<file path="src/rtl/boot_pkg.sv">
// Shared types and constants for the UART boot loader.
// Also provides fallback values for the text-segment macros so the loader
// builds stand-alone when the SoC map header is not part of the compile.
`ifndef TEXT_SEG_BASE
`define TEXT_SEG_BASE 32'h0000_0000
`endif
`ifndef TEXT_SEG_WORDS
`define TEXT_SEG_WORDS 1024
`endif

package boot_pkg;

    // Loader states; the encoding is visible on the debug port.
    typedef enum logic [2:0] {
        ST_IDLE  = 3'd0,
        ST_LEN   = 3'd1,
        ST_DATA  = 3'd2,
        ST_WRITE = 3'd3,
        ST_CSUM  = 3'd4,
        ST_DONE  = 3'd5,
        ST_ERR   = 3'd6
    } boot_state_e;

    // First byte of every image.
    localparam logic [7:0] BOOT_MAGIC = 8'hA5;

    // Bytes per assembled word.
    localparam int BOOT_LANES = 4;

    // Byte address of text word idx.
    function automatic logic [31:0] word_addr(input logic [31:0] base,
                                              input logic [31:0] idx);
        return base + {idx[29:0], 2'b00};
    endfunction

endpackage

</file>
<file path="src/rtl/bus_pkg.sv">
// Data-bus master/slave struct types shared by the boot loader and the
// text RAM. One request in flight at a time; the slave answers with ack.
package bus;

    // Master-to-slave request.
    typedef struct packed {
        logic        valid;
        logic        write;
        logic [31:0] addr;
        logic [31:0] data;
        logic [3:0]  be;
    } m2s_s;

    // Slave-to-master response.
    typedef struct packed {
        logic        ack;
        logic [31:0] rdata;
    } s2m_s;

endpackage

</file>
<file path="src/rtl/boot_word_asm.sv">
// Little-endian byte-to-word assembler. Byte k of a word lands in bits
// 8k+7:8k. word_next is the word including the byte presented this cycle,
// so the consumer can capture a finished word on the same edge that the
// last byte is sampled (word_ready high).
module boot_word_asm
    import boot_pkg::*;
(
    input  logic        clk,
    input  logic        rst_b,
    input  logic        clear,
    input  logic        byte_valid,
    input  logic [7:0]  byte_data,
    output logic [31:0] word_next,
    output logic        word_ready
);

    localparam int CW = $clog2(BOOT_LANES);

    logic [CW-1:0] byte_cnt_q, byte_cnt_d;
    logic [31:0]   asm_q, asm_d;

    // Merge the incoming byte into its lane and advance the lane counter.
    always_comb begin
        word_next = asm_q;
        word_next[8*byte_cnt_q +: 8] = byte_data;
        word_ready = byte_valid && (byte_cnt_q == CW'(BOOT_LANES - 1));
        asm_d = asm_q;
        byte_cnt_d = byte_cnt_q;
        if (clear) begin
            asm_d = '0;
            byte_cnt_d = '0;
        end else if (byte_valid) begin
            asm_d = word_next;
            byte_cnt_d = byte_cnt_q + CW'(1);
        end
    end

    // Assembly register and lane counter.
    always_ff @(posedge clk or negedge rst_b) begin
        if (!rst_b) begin
            asm_q <= '0;
            byte_cnt_q <= '0;
        end else begin
            asm_q <= asm_d;
            byte_cnt_q <= byte_cnt_d;
        end
    end

endmodule

</file>
<file path="src/rtl/boot_loader_bus.sv">
// UART boot loader: parses magic / length / payload (/ checksum), writes the
// payload words to the text segment and releases the core when complete.
// Optional feature macro: BOOT_CSUM_EN adds the trailing checksum byte check.
//
// Bus handshake: bus_o.valid rises the cycle after a word completes, address
// and data stay constant until bus_i.ack is sampled high, and valid drops in
// the following cycle. A new request never starts in the same cycle an older
// one completes, so consecutive requests are separated by an idle cycle.
module boot_loader_bus
    import boot_pkg::*;
#(
    parameter logic [31:0] BASE_ADDR      = `TEXT_SEG_BASE,
    parameter int          MAX_WORDS      = `TEXT_SEG_WORDS,
    parameter int          TIMEOUT_CYCLES = 1000000
) (
    input  logic        clk,
    input  logic        rst_b,
    input  logic        rx_valid,
    input  logic [7:0]  rx_data,
    output bus::m2s_s   bus_o,
    input  bus::s2m_s   bus_i,
    output logic        core_rst_b,
    output logic        done,
    output logic        error,
    output logic [2:0]  dbg_state
);

    localparam int TW = $clog2(TIMEOUT_CYCLES + 1);
    localparam logic [TW-1:0] TO_LAST = TW'(TIMEOUT_CYCLES - 1);

    boot_state_e  state_q, state_d;
    logic         req_q, req_d;
    logic [31:0]  wdata_q, wdata_d;
    logic [31:0]  idx_q, idx_d;       // words acknowledged
    logic [31:0]  wcnt_q, wcnt_d;     // payload words assembled
    logic [31:0]  len_q, len_d;
    logic [TW-1:0] idle_q, idle_d;
    logic         errp_q, errp_d;     // fault seen while a request is pending
    logic         done_q, done_d;
    logic         error_q, error_d;
`ifdef BOOT_CSUM_EN
    logic [7:0]   csum_q, csum_d;
    logic [7:0]   csh_q, csh_d;       // checksum byte that arrived before the last ack
    logic         csh_have_q, csh_have_d;
`endif

    logic         asm_clear;
    logic         asm_valid;
    logic [31:0]  word_next;
    logic         word_ready;
    logic         is_magic;
    logic         payload_open;
    logic         active;
    logic         timeout_hit;
    logic         ack;
    logic         restart;
    logic         unused_rdata;

    assign unused_rdata = ^bus_i.rdata;

    assign is_magic     = rx_valid && (rx_data == BOOT_MAGIC);
    assign payload_open = (wcnt_q < len_q);
    assign active       = (state_q == ST_LEN) || (state_q == ST_DATA) ||
                          (state_q == ST_WRITE) || (state_q == ST_CSUM);
    assign timeout_hit  = active && !rx_valid && (idle_q == TO_LAST);
    assign ack          = req_q && bus_i.ack;
    assign restart      = is_magic && ((state_q == ST_IDLE) || (state_q == ST_ERR));

    // Bytes reach the assembler for the length field and for payload only;
    // anything after the last payload byte (or after a fault) is kept out.
    assign asm_valid = rx_valid &&
                       ((state_q == ST_LEN) ||
                        (((state_q == ST_DATA) || (state_q == ST_WRITE)) &&
                         payload_open && !errp_q));

    boot_word_asm u_asm (
        .clk        (clk),
        .rst_b      (rst_b),
        .clear      (asm_clear),
        .byte_valid (asm_valid),
        .byte_data  (rx_data),
        .word_next  (word_next),
        .word_ready (word_ready)
    );

    // Inter-byte idle counter; saturates so a held fault stays asserted.
    always_comb begin
        if (!active || rx_valid) begin
            idle_d = '0;
        end else if (idle_q != TO_LAST) begin
            idle_d = idle_q + TW'(1);
        end else begin
            idle_d = idle_q;
        end
    end

    // Loader FSM, bus handshake and payload bookkeeping.
    always_comb begin
        state_d   = state_q;
        req_d     = req_q;
        wdata_d   = wdata_q;
        idx_d     = idx_q;
        wcnt_d    = wcnt_q;
        len_d     = len_q;
        errp_d    = errp_q;
        asm_clear = 1'b0;
`ifdef BOOT_CSUM_EN
        csum_d     = csum_q;
        csh_d      = csh_q;
        csh_have_d = csh_have_q;
        if (asm_valid && (state_q != ST_LEN)) begin
            csum_d = csum_q + rx_data;
        end
`endif

        case (state_q)
            ST_IDLE: begin
                // Non-magic bytes are dropped; magic handled by restart below.
            end

            ST_LEN: begin
                if (word_ready) begin
                    len_d = word_next;
                    if (word_next > 32'(MAX_WORDS)) begin
                        state_d = ST_ERR;
                    end else if (word_next == 32'd0) begin
`ifdef BOOT_CSUM_EN
                        state_d = ST_CSUM;
`else
                        state_d = ST_DONE;
`endif
                    end else begin
                        state_d = ST_DATA;
                    end
                end else if (timeout_hit) begin
                    state_d = ST_ERR;
                end
            end

            ST_DATA: begin
                if (word_ready) begin
                    wdata_d = word_next;
                    wcnt_d  = wcnt_q + 32'd1;
                    req_d   = 1'b1;
                    state_d = ST_WRITE;
                end else if (timeout_hit) begin
                    state_d = ST_ERR;
                end
            end

            ST_WRITE: begin
`ifdef BOOT_CSUM_EN
                if (rx_valid && !payload_open && !csh_have_q) begin
                    csh_d      = rx_data;
                    csh_have_d = 1'b1;
                end
`endif
                if (word_ready) begin
                    wcnt_d = wcnt_q + 32'd1;
                end
                if (req_q) begin
                    if (ack) begin
                        idx_d = idx_q + 32'd1;
                        req_d = 1'b0;
                        if (errp_q || timeout_hit) begin
                            state_d = ST_ERR;
                        end else if (idx_q + 32'd1 == len_q) begin
`ifdef BOOT_CSUM_EN
                            if (csh_have_q) begin
                                state_d = (csh_q == csum_q) ? ST_DONE : ST_ERR;
                            end else if (rx_valid) begin
                                state_d = (rx_data == csum_q) ? ST_DONE : ST_ERR;
                            end else begin
                                state_d = ST_CSUM;
                            end
`else
                            state_d = ST_DONE;
`endif
                        end else if (word_ready) begin
                            // Next word finished on the ack edge: keep WRITE,
                            // the cleared req gives the idle cycle.
                            wdata_d = word_next;
                        end else begin
                            state_d = ST_DATA;
                        end
                    end else if (timeout_hit || word_ready) begin
                        // Overrun or timeout: let the pending write finish first.
                        errp_d = 1'b1;
                    end
                end else begin
                    if (timeout_hit || word_ready) begin
                        state_d = ST_ERR;
                    end else begin
                        req_d = 1'b1;
                    end
                end
            end

            ST_CSUM: begin
`ifdef BOOT_CSUM_EN
                if (rx_valid) begin
                    state_d = (rx_data == csum_q) ? ST_DONE : ST_ERR;
                end else if (timeout_hit) begin
                    state_d = ST_ERR;
                end
`else
                state_d = ST_ERR;
`endif
            end

            ST_DONE: begin
                // Terminal until reset.
            end

            ST_ERR: begin
                // Only a magic byte leaves ERR, handled by restart below.
            end

            default: begin
                state_d = ST_IDLE;
                req_d   = 1'b0;
            end
        endcase

        if (restart) begin
            state_d   = ST_LEN;
            req_d     = 1'b0;
            idx_d     = '0;
            wcnt_d    = '0;
            len_d     = '0;
            errp_d    = 1'b0;
            asm_clear = 1'b1;
`ifdef BOOT_CSUM_EN
            csum_d     = '0;
            csh_have_d = 1'b0;
`endif
        end
    end

    // Status outputs follow the state one cycle later.
    always_comb begin
        done_d  = (state_q == ST_DONE);
        error_d = (state_q == ST_ERR);
    end

    // Bus request is built only from registered state so it is glitch-free.
    always_comb begin
        bus_o       = '0;
        bus_o.valid = req_q;
        bus_o.write = 1'b1;
        bus_o.addr  = word_addr(BASE_ADDR, idx_q);
        bus_o.data  = wdata_q;
        bus_o.be    = 4'hF;
    end

    assign done       = done_q;
    assign error      = error_q;
    assign core_rst_b = done_q;
    assign dbg_state  = state_q;

    // Loader state registers.
    always_ff @(posedge clk or negedge rst_b) begin
        if (!rst_b) begin
            state_q <= ST_IDLE;
            req_q   <= 1'b0;
            wdata_q <= '0;
            idx_q   <= '0;
            wcnt_q  <= '0;
            len_q   <= '0;
            idle_q  <= '0;
            errp_q  <= 1'b0;
            done_q  <= 1'b0;
            error_q <= 1'b0;
        end else begin
            state_q <= state_d;
            req_q   <= req_d;
            wdata_q <= wdata_d;
            idx_q   <= idx_d;
            wcnt_q  <= wcnt_d;
            len_q   <= len_d;
            idle_q  <= idle_d;
            errp_q  <= errp_d;
            done_q  <= done_d;
            error_q <= error_d;
        end
    end

`ifdef BOOT_CSUM_EN
    // Checksum accumulator and early-arriving checksum byte.
    always_ff @(posedge clk or negedge rst_b) begin
        if (!rst_b) begin
            csum_q     <= '0;
            csh_q      <= '0;
            csh_have_q <= 1'b0;
        end else begin
            csum_q     <= csum_d;
            csh_q      <= csh_d;
            csh_have_q <= csh_have_d;
        end
    end
`endif

endmodule
</file>
<file path="config.mk">
export PLATFORM = sky130hd
export DESIGN_NAME = boot_loader_bus
export DESIGN_NICKNAME = d
export VERILOG_FILES = /design/src/rtl/boot_pkg.sv /design/src/rtl/bus_pkg.sv /design/src/rtl/boot_word_asm.sv /design/src/rtl/boot_loader_bus.sv
export SDC_FILE = /design/constraint.sdc
export NUM_CORES = 1
export LEC_CHECK = 0
export ABC_AREA = 1
export ABC_CLOCK_PERIOD_IN_PS = 3350
export BUFFER_PORTS_ARGS = -buffer_cell sky130_fd_sc_hd__buf_2
export CAP_MARGIN = 10
export CORE_ASPECT_RATIO = 2
export CORE_UTILIZATION = 25
export CTS_CLUSTER_SIZE = 20
export DETAILED_ROUTE_END_ITERATION = 16
export HOLD_SLACK_MARGIN = 0.1
export PLACE_DENSITY = 0.48
export RECOVER_POWER = 100
export SLEW_MARGIN = 5
export SYNTH_ARGS = -nofsm -noshare
export SYNTH_HDL_FRONTEND = slang
export SYNTH_SLANG_ARGS = --single-unit
</file>
<file path="constraint.sdc">
create_clock -name clk -period 3.35 [get_ports clk]
set_clock_uncertainty 0.15 [all_clocks]
set_input_delay 0.335 -clock clk [delete_from_list [all_inputs] [get_ports clk]]
set_output_delay 0.335 -clock clk [all_outputs]
set_load 0.1 [all_outputs]
</file>
After elaboration in Yosys (flattened, before gate mapping)
Cells that the tools add are included.
{"block": "classes", "n_lt_le_gt_ge": 2, "n_reduce_logical": 43, "eq_ne": 22, "mux": 48, "n_shift": 2, "add_sub_neg": 5}
{"op": "two-way mux 32 bit", "count": 17}
{"op": "adder 32 x 1 -> 32 bit (second input constant)", "count": 2}
{"op": "case mux 32 bit (2 select lines)", "count": 1}
{"op": "two-way mux 20 bit", "count": 2}
{"op": "two-way mux 3 bit", "count": 12}
{"op": "negator 5 -> 34 bit", "count": 1}
{"op": "variable shift 8 x 34 -> 32 bit (first input constant)", "count": 1}
{"op": "variable part select 8 x 34 -> 32 bit", "count": 1}
{"op": "bitwise mux 32 bit", "count": 1}
{"op": "== test 32 bit", "count": 1}
{"op": "greater-than comparator 32 x 11 -> 1 bit (second input constant)", "count": 1}
{"op": "zero test 32 bit", "count": 1}
{"op": "< comparator 32 bit", "count": 1}
{"op": "adder 20 x 1 -> 20 bit (second input constant)", "count": 1}
{"op": "== test 20 bit (second input constant)", "count": 1}
{"op": "inequality test 20 bit (second input constant)", "count": 1}
{"op": "nonzero test 2 bit", "count": 10}
{"op": "case mux 3 bit (5 select lines)", "count": 1}
{"op": "two-way mux 1 bit", "count": 11}
{"op": "== test 3 bit (second input constant)", "count": 3}
{"op": "logical AND 1 bit", "count": 9}
{"op": "logical OR 1 bit", "count": 9}
{"op": "== test 8 bit (second input constant)", "count": 1}
{"op": "inequality test 2 bit (second input constant)", "count": 4}
{"op": "other kinds (20)", "count": 29}
{"block": "totals", "word_cells": 134, "inputBits": 44, "output_inout_bits": 76, "register_bits": 189}

Logic depth before layout (Yosys ltp)
{"block": "logic_depth", "word_depth": 14, "ltp_mapped": 22, "ltp_nobuf": 21}

By module
From an unflattened synthesis, not the netlist that was laid out.
{"block": "unflattened", "cells_unflattened": 1767, "area_unflattened_um2": 12140.4}
{"module": "boot_loader_bus", "cells_each": 1485, "instances": 1, "area_per_inst_um2": 10248.6, "seq_area_each_um2": 3878.7}
{"module": "boot_word_asm", "cells_each": 282, "instances": 1, "area_per_inst_um2": 1891.8, "seq_area_each_um2": 850.8}

Worst setup path after synthesis
Ideal clock, no wire load.
{"block": "synth_timing", "kind": "register to register", "start": "reg state_q[2], in the netlist dbg_state[2]", "end": "reg u_asm.asm_q[28]", "required_time_ns": 3.075, "path_slack_ns": 0.499, "setup_time_ns": 0.125, "path_stages_with_launch": 9, "arrival_ns": 2.576, "path_buffers": 2, "synth_period_minus_slack_ns": 2.851, "cell_sequence": "dfrtp_1 inv_1 nor2_1 a21oi_1 nor4_1 clkbuf_1 clkbuf_1 nor2_1 mux2_2"}
{"block": "synth_between", "word_cells_on_any_way": 15, "cone_classes": "eq/ne: 4; mux: 2; reduce/logical: 9"}
{"element": "start, declared", "line_no": "boot_loader_bus.sv:31", "rtl": "boot_state_e state_q, state_d;"}
{"element": "start signal, assigned", "line_no": "boot_loader_bus.sv:275", "rtl": "state_q <= state_d;"}
{"element": "== test 3 bit *"}
{"element": "net error_d", "line_no": "boot_loader_bus.sv:40", "rtl": "logic error_q, error_d;"}
{"element": "logical OR 1 bit *", "line_no": "boot_loader_bus.sv:67", "rtl": "assign restart = is_magic && ((state_q == ST_IDLE) || (state_q == ST_ERR));"}
{"element": "logical AND 1 bit *", "line_no": "boot_loader_bus.sv:67"}
{"element": "two-way mux 1 bit *", "line_no": "boot_loader_bus.sv:225", "rtl": "if (restart) begin"}
{"element": "two-way mux 32 bit or nonzero test 2 bit (tied branches)"}
{"element": "end signal, assigned", "line_no": "boot_word_asm.sv:44", "rtl": "asm_q <= asm_d;"}
{"element": "end, declared", "line_no": "boot_word_asm.sv:20", "rtl": "logic [31:0] asm_q, asm_d;"}
The timed path passes the listed nets; every way through them passes the cells marked *.
A chain may end at the register's enable or synchronous reset.

Worst setup path in the final report
{"block": "layout_timing", "start": "reg state_q[0], in the netlist dbg_state[0]", "end": "reg idx_q[5]"}
{"block": "layout_between", "elab_chain_cells": 5, "word_cells_on_any_way": 10, "cone_classes": "eq/ne: 2; mux: 1; reduce/logical: 7"}
{"element": "== test 3 bit or zero test 3 bit (tied branches)", "line_no": "boot_loader_bus.sv:67"}
{"element": "logical OR 1 bit", "line_no": "boot_loader_bus.sv:67"}
{"element": "logical AND 1 bit", "line_no": "boot_loader_bus.sv:67"}
{"element": "nonzero test 2 bit (no source line)"}
{"element": "AND reduction 3 bit (no source line)"}
{"element": "end signal, assigned", "line_no": "boot_loader_bus.sv:278", "rtl": "idx_q <= idx_d;"}
{"element": "end, declared", "line_no": "boot_loader_bus.sv:34", "rtl": "logic [31:0] idx_q, idx_d;"}
Several ways; a longest one is shown, not always the timed one.

==> run metrics <==
Layout Nets 1,771; Pleak 6.577 nW; clock tree buffer depth 2; combinational share of power 0.188; detailed-router iteration count before antenna repair 5; Die Area 0.04816 sq mm; Fmax 316.5 MHz; Multi-input gate area 0.005771 sq mm; Psw 1.929 mW; Rel. slew slack -0.1287; area fraction of the dominant cell type after synthesis 0.4006; sequential element share of the synthesized area 0.4006; Worst EP arrival 3.30 ns; Detailed Route Iter0 Violations 428; DRC Markers 0; Die Y 309.3 microns; sw frac 0.3321; Hold Violations, Final 0; CTS root buffer clkbuf_16; routed vias 10,853; RSZ-0062 raised after global routing no; largest net degree at the start of global routing 76; drt total wl 41.33 mm; core box area 0.04666 sq mm; drt via density 4.664; kind of critical path reg2reg; vias in the first global route 11,045; Slowest Stage Delay on Critical Path 0.65 ns; Mean Syn Cell Area 7.375 sq um; I/O Pins 120; HP Class in2reg; crit path capture type flop; cell area after synthesis 0.01181 sq mm; placed insts 2,287; part of the cycle the worst path needs 0.9433; H-tree levels 4; worst vdd ir 0.3943 mV; Ys Warns 0; fraction of layout cells with a size suffix above 1 0.09471; worst-path maximum fanout 14; CTS buffer count 17; FF+latch count, synth 189; per-cell routed wire length 17.76 microns; Least-Margin Pin Slew 1.693 ns; failing checks capacitance limit, slew limit; CP startpoint kind flop; chip width 155.7 microns; total track usage 0.1771; diode count 0; synth unique cells 48; Worst EP required 3.49 ns; Fillers 5,115; part of the power in the clock network 0.387; Area Growth Syn to Fin 14.04%; routability-driven placement congestion ratio 0.8900; grt ovf 0; Final HPWL DP 33.44 mm; ys flop type dfrtp_1; Starting Density 0.2530; synth top area cells dfrtp_1 40%, nand2_1 14%, inv_1 6.5%, nor2_1 5.6%, o21ai_0 4.4%; antenna violations before repair 0; async set-or-reset flop fraction in the synthesized netlist 1.000; CP max-delay cell clkbuf_1; Pwr Total 5.809 mW; Rows 112; hold_ws 0.1060 ns; Register Area 0.004730 sq mm; utilization after layout 0.2886; max-cap check violation count 1; final std cells w/o fill 2,327; CTS tree yes; Mapped Cells 1,601; global-route wire length before repair 62.98 mm; sequential share of power 0.425; Final setup viols 0; Post-Route Setup TNS 0 ns; EDFF count, synth 0; Reg clk slew, reported paths 0.07 ns; Routed Antenna Nets 0; R2R setup slack 0.19 ns; min cycle time layout 3.160 ns; internal power 3.880 mW; Pwr Density 431.4 mW/mm^2; clk sinks 189; Skew-Pair Late Insertion Delay 0.47 ns; status finished, violations left; largest area contributor in the netlist dfrtp_1; port bufs 80; count of final max-slew check failures 62; sequence of cells on the critical path nand2_1 -> nor2_1 -> inv_1 -> nor2_1 -> clkinv_1 -> nand2_1 -> clkbuf_1 -> o21ai_0
[cell usage in the layout, fill, tap and decap left out, drive strengths merged]
cell type,n
dlygate4sd3,1
dfrtp,189
o21a,1
xor2,22
nand3,81
a221oi,1
a22oi,16
o211ai,2
mux2,18
a31oi,1
nor4,15
ha,39
nor3b,1
a21oi,35
o211a,2
o21ai,134
o31ai,13
a211oi,1
nand4,34
nor2,188
xnor2,2
and3,2
nor3,39
nand3b,1
and2,1
clkinv,6
inv,212
conb,7
buf,58
bufinv,4
a21boi,1
clkbuf,102
o22ai,37
a32oi,1
nand2,433
[cells by family after synthesis]
logic type | synth area share
AO/OA/AOI/OAI | 0.1274
adder cells (fa/ha/maj) | 0.04133
buffers and inverters | 0.1105
AND/OR/NAND/NOR | 0.2840
flip-flops | 0.4006
XOR/XNOR | 0.01844
multiplexers | 0.01717
other | 0.0006360
[worst max-delay path: cells and delay by family (launching register included)]
family,cells,cell delay [ns]
DFF,1,0.53
and+or+nand+nor,4,1.11
buffers and inverters,3,0.94
AOI/OAI and AO/OA,1,0.26
[what timing repair did]
| item | 4_1_cts | 5_1_grt |
|---|---|---|
| hold endpoints to repair | 59 | 0 |
| setup buffers | 0 | 8 |
| hold buffers | 1 | 0 |
| setup endpoints to repair | 0 | 33 |
| resized for setup | 0 | 6 |
[path summary, 6_finish.rpt]
check / cells past startpoint / end / startpoint
setup reg to reg: 8 / idx_q[5]$_DFFE_PN0P_ / dbg_state[0]$_DFFE_PN0P_
max in group asynchronous: 3 / u_asm.asm_q[31]$_DFFE_PN0P_ / rst_b
min in group asynchronous: 2 / idle_q[3]$_DFFE_PN0N_ / rst_b
hold / removal: 4 / errp_q$_DFFE_PN0P_ / bus_i[32]
setup / recovery: 8 / idx_q[5]$_DFFE_PN0P_ / dbg_state[0]$_DFFE_PN0P_
hold reg to reg: 2 / wdata_q[14]$_DFFE_PN0P_ / wdata_q[14]$_DFFE_PN0P_
[flip-flops by register name (all words and copies together) (netlist names)]
register,cells
wcnt_q,32
core_rst_b,1
len_q,32
errp_q,1
dbg_state,3
u_asm.byte_cnt_q,2
error,1
idle_q,20
wdata_q,32
idx_q,32
req_q,1
u_asm.asm_q,32
[area by class of cell]
type	count	share of cell area
Inverter	210	0.05854
Clock buffer	19	0.03215
Multi-Input combinational cell	1128	0.4285
Sequential cell	189	0.3512
Tap cell	627	0.05826
Clock inverter	12	0.01375
Timing Repair Buffer	142	0.05752
[per-stage QoR]
step,setup WS (ns),instance area (sq um)
after floorplan,0.4992,11830
after global placement,0.1363,12940
after detailed placement,0.1475,12940
after CTS,0.1142,13570
after global routing,0.004567,13470
final,0.1900,13470
[per-layer routing]
metal	part of all wire	vias up	global-route usage
met5	0	-	0
met4	0.084	0	0.1389
met3	0.022	107	0.02528
met2	0.55	231	0.3396
met1	0.35	5157	0.1656
li1	-	5358	-
[cells in the mapped netlist (3+ instances only)]
master    number
a21oi_1       34
a22oi_1       16
buf_2          8
buf_4         39
buf_8          5
clkbuf_1      25
clkinv_1       3
dfrtp_1      189
ha_1          39
inv_1        205
mux2_2        18
nand2_1      428
nand2_2        4
nand3_1       79
nand4_1       34
nor2_1       176
nor2_2         9
nor2_4         3
nor3_1        39
nor4_1        15
o21ai_0      103
o21ai_2       28
o22ai_1       37
o31ai_1       13
xor2_1        21
[power groups by stage]
stage / Combinational, mW / Clock (mW) / Sequential [mW]
2_1_floorplan: 0.814 / 0 / 2.47
3_3_place_gp: 1.10 / 0 / 2.51
3_5_place_dp: 1.11 / 0 / 2.51
4_1_cts: 1.11 / 2.31 / 2.47
5_1_grt: 1.20 / 2.39 / 2.48
6_report: 1.09 / 2.25 / 2.47
No activity file was read; power rests on OpenSTA's default activity.
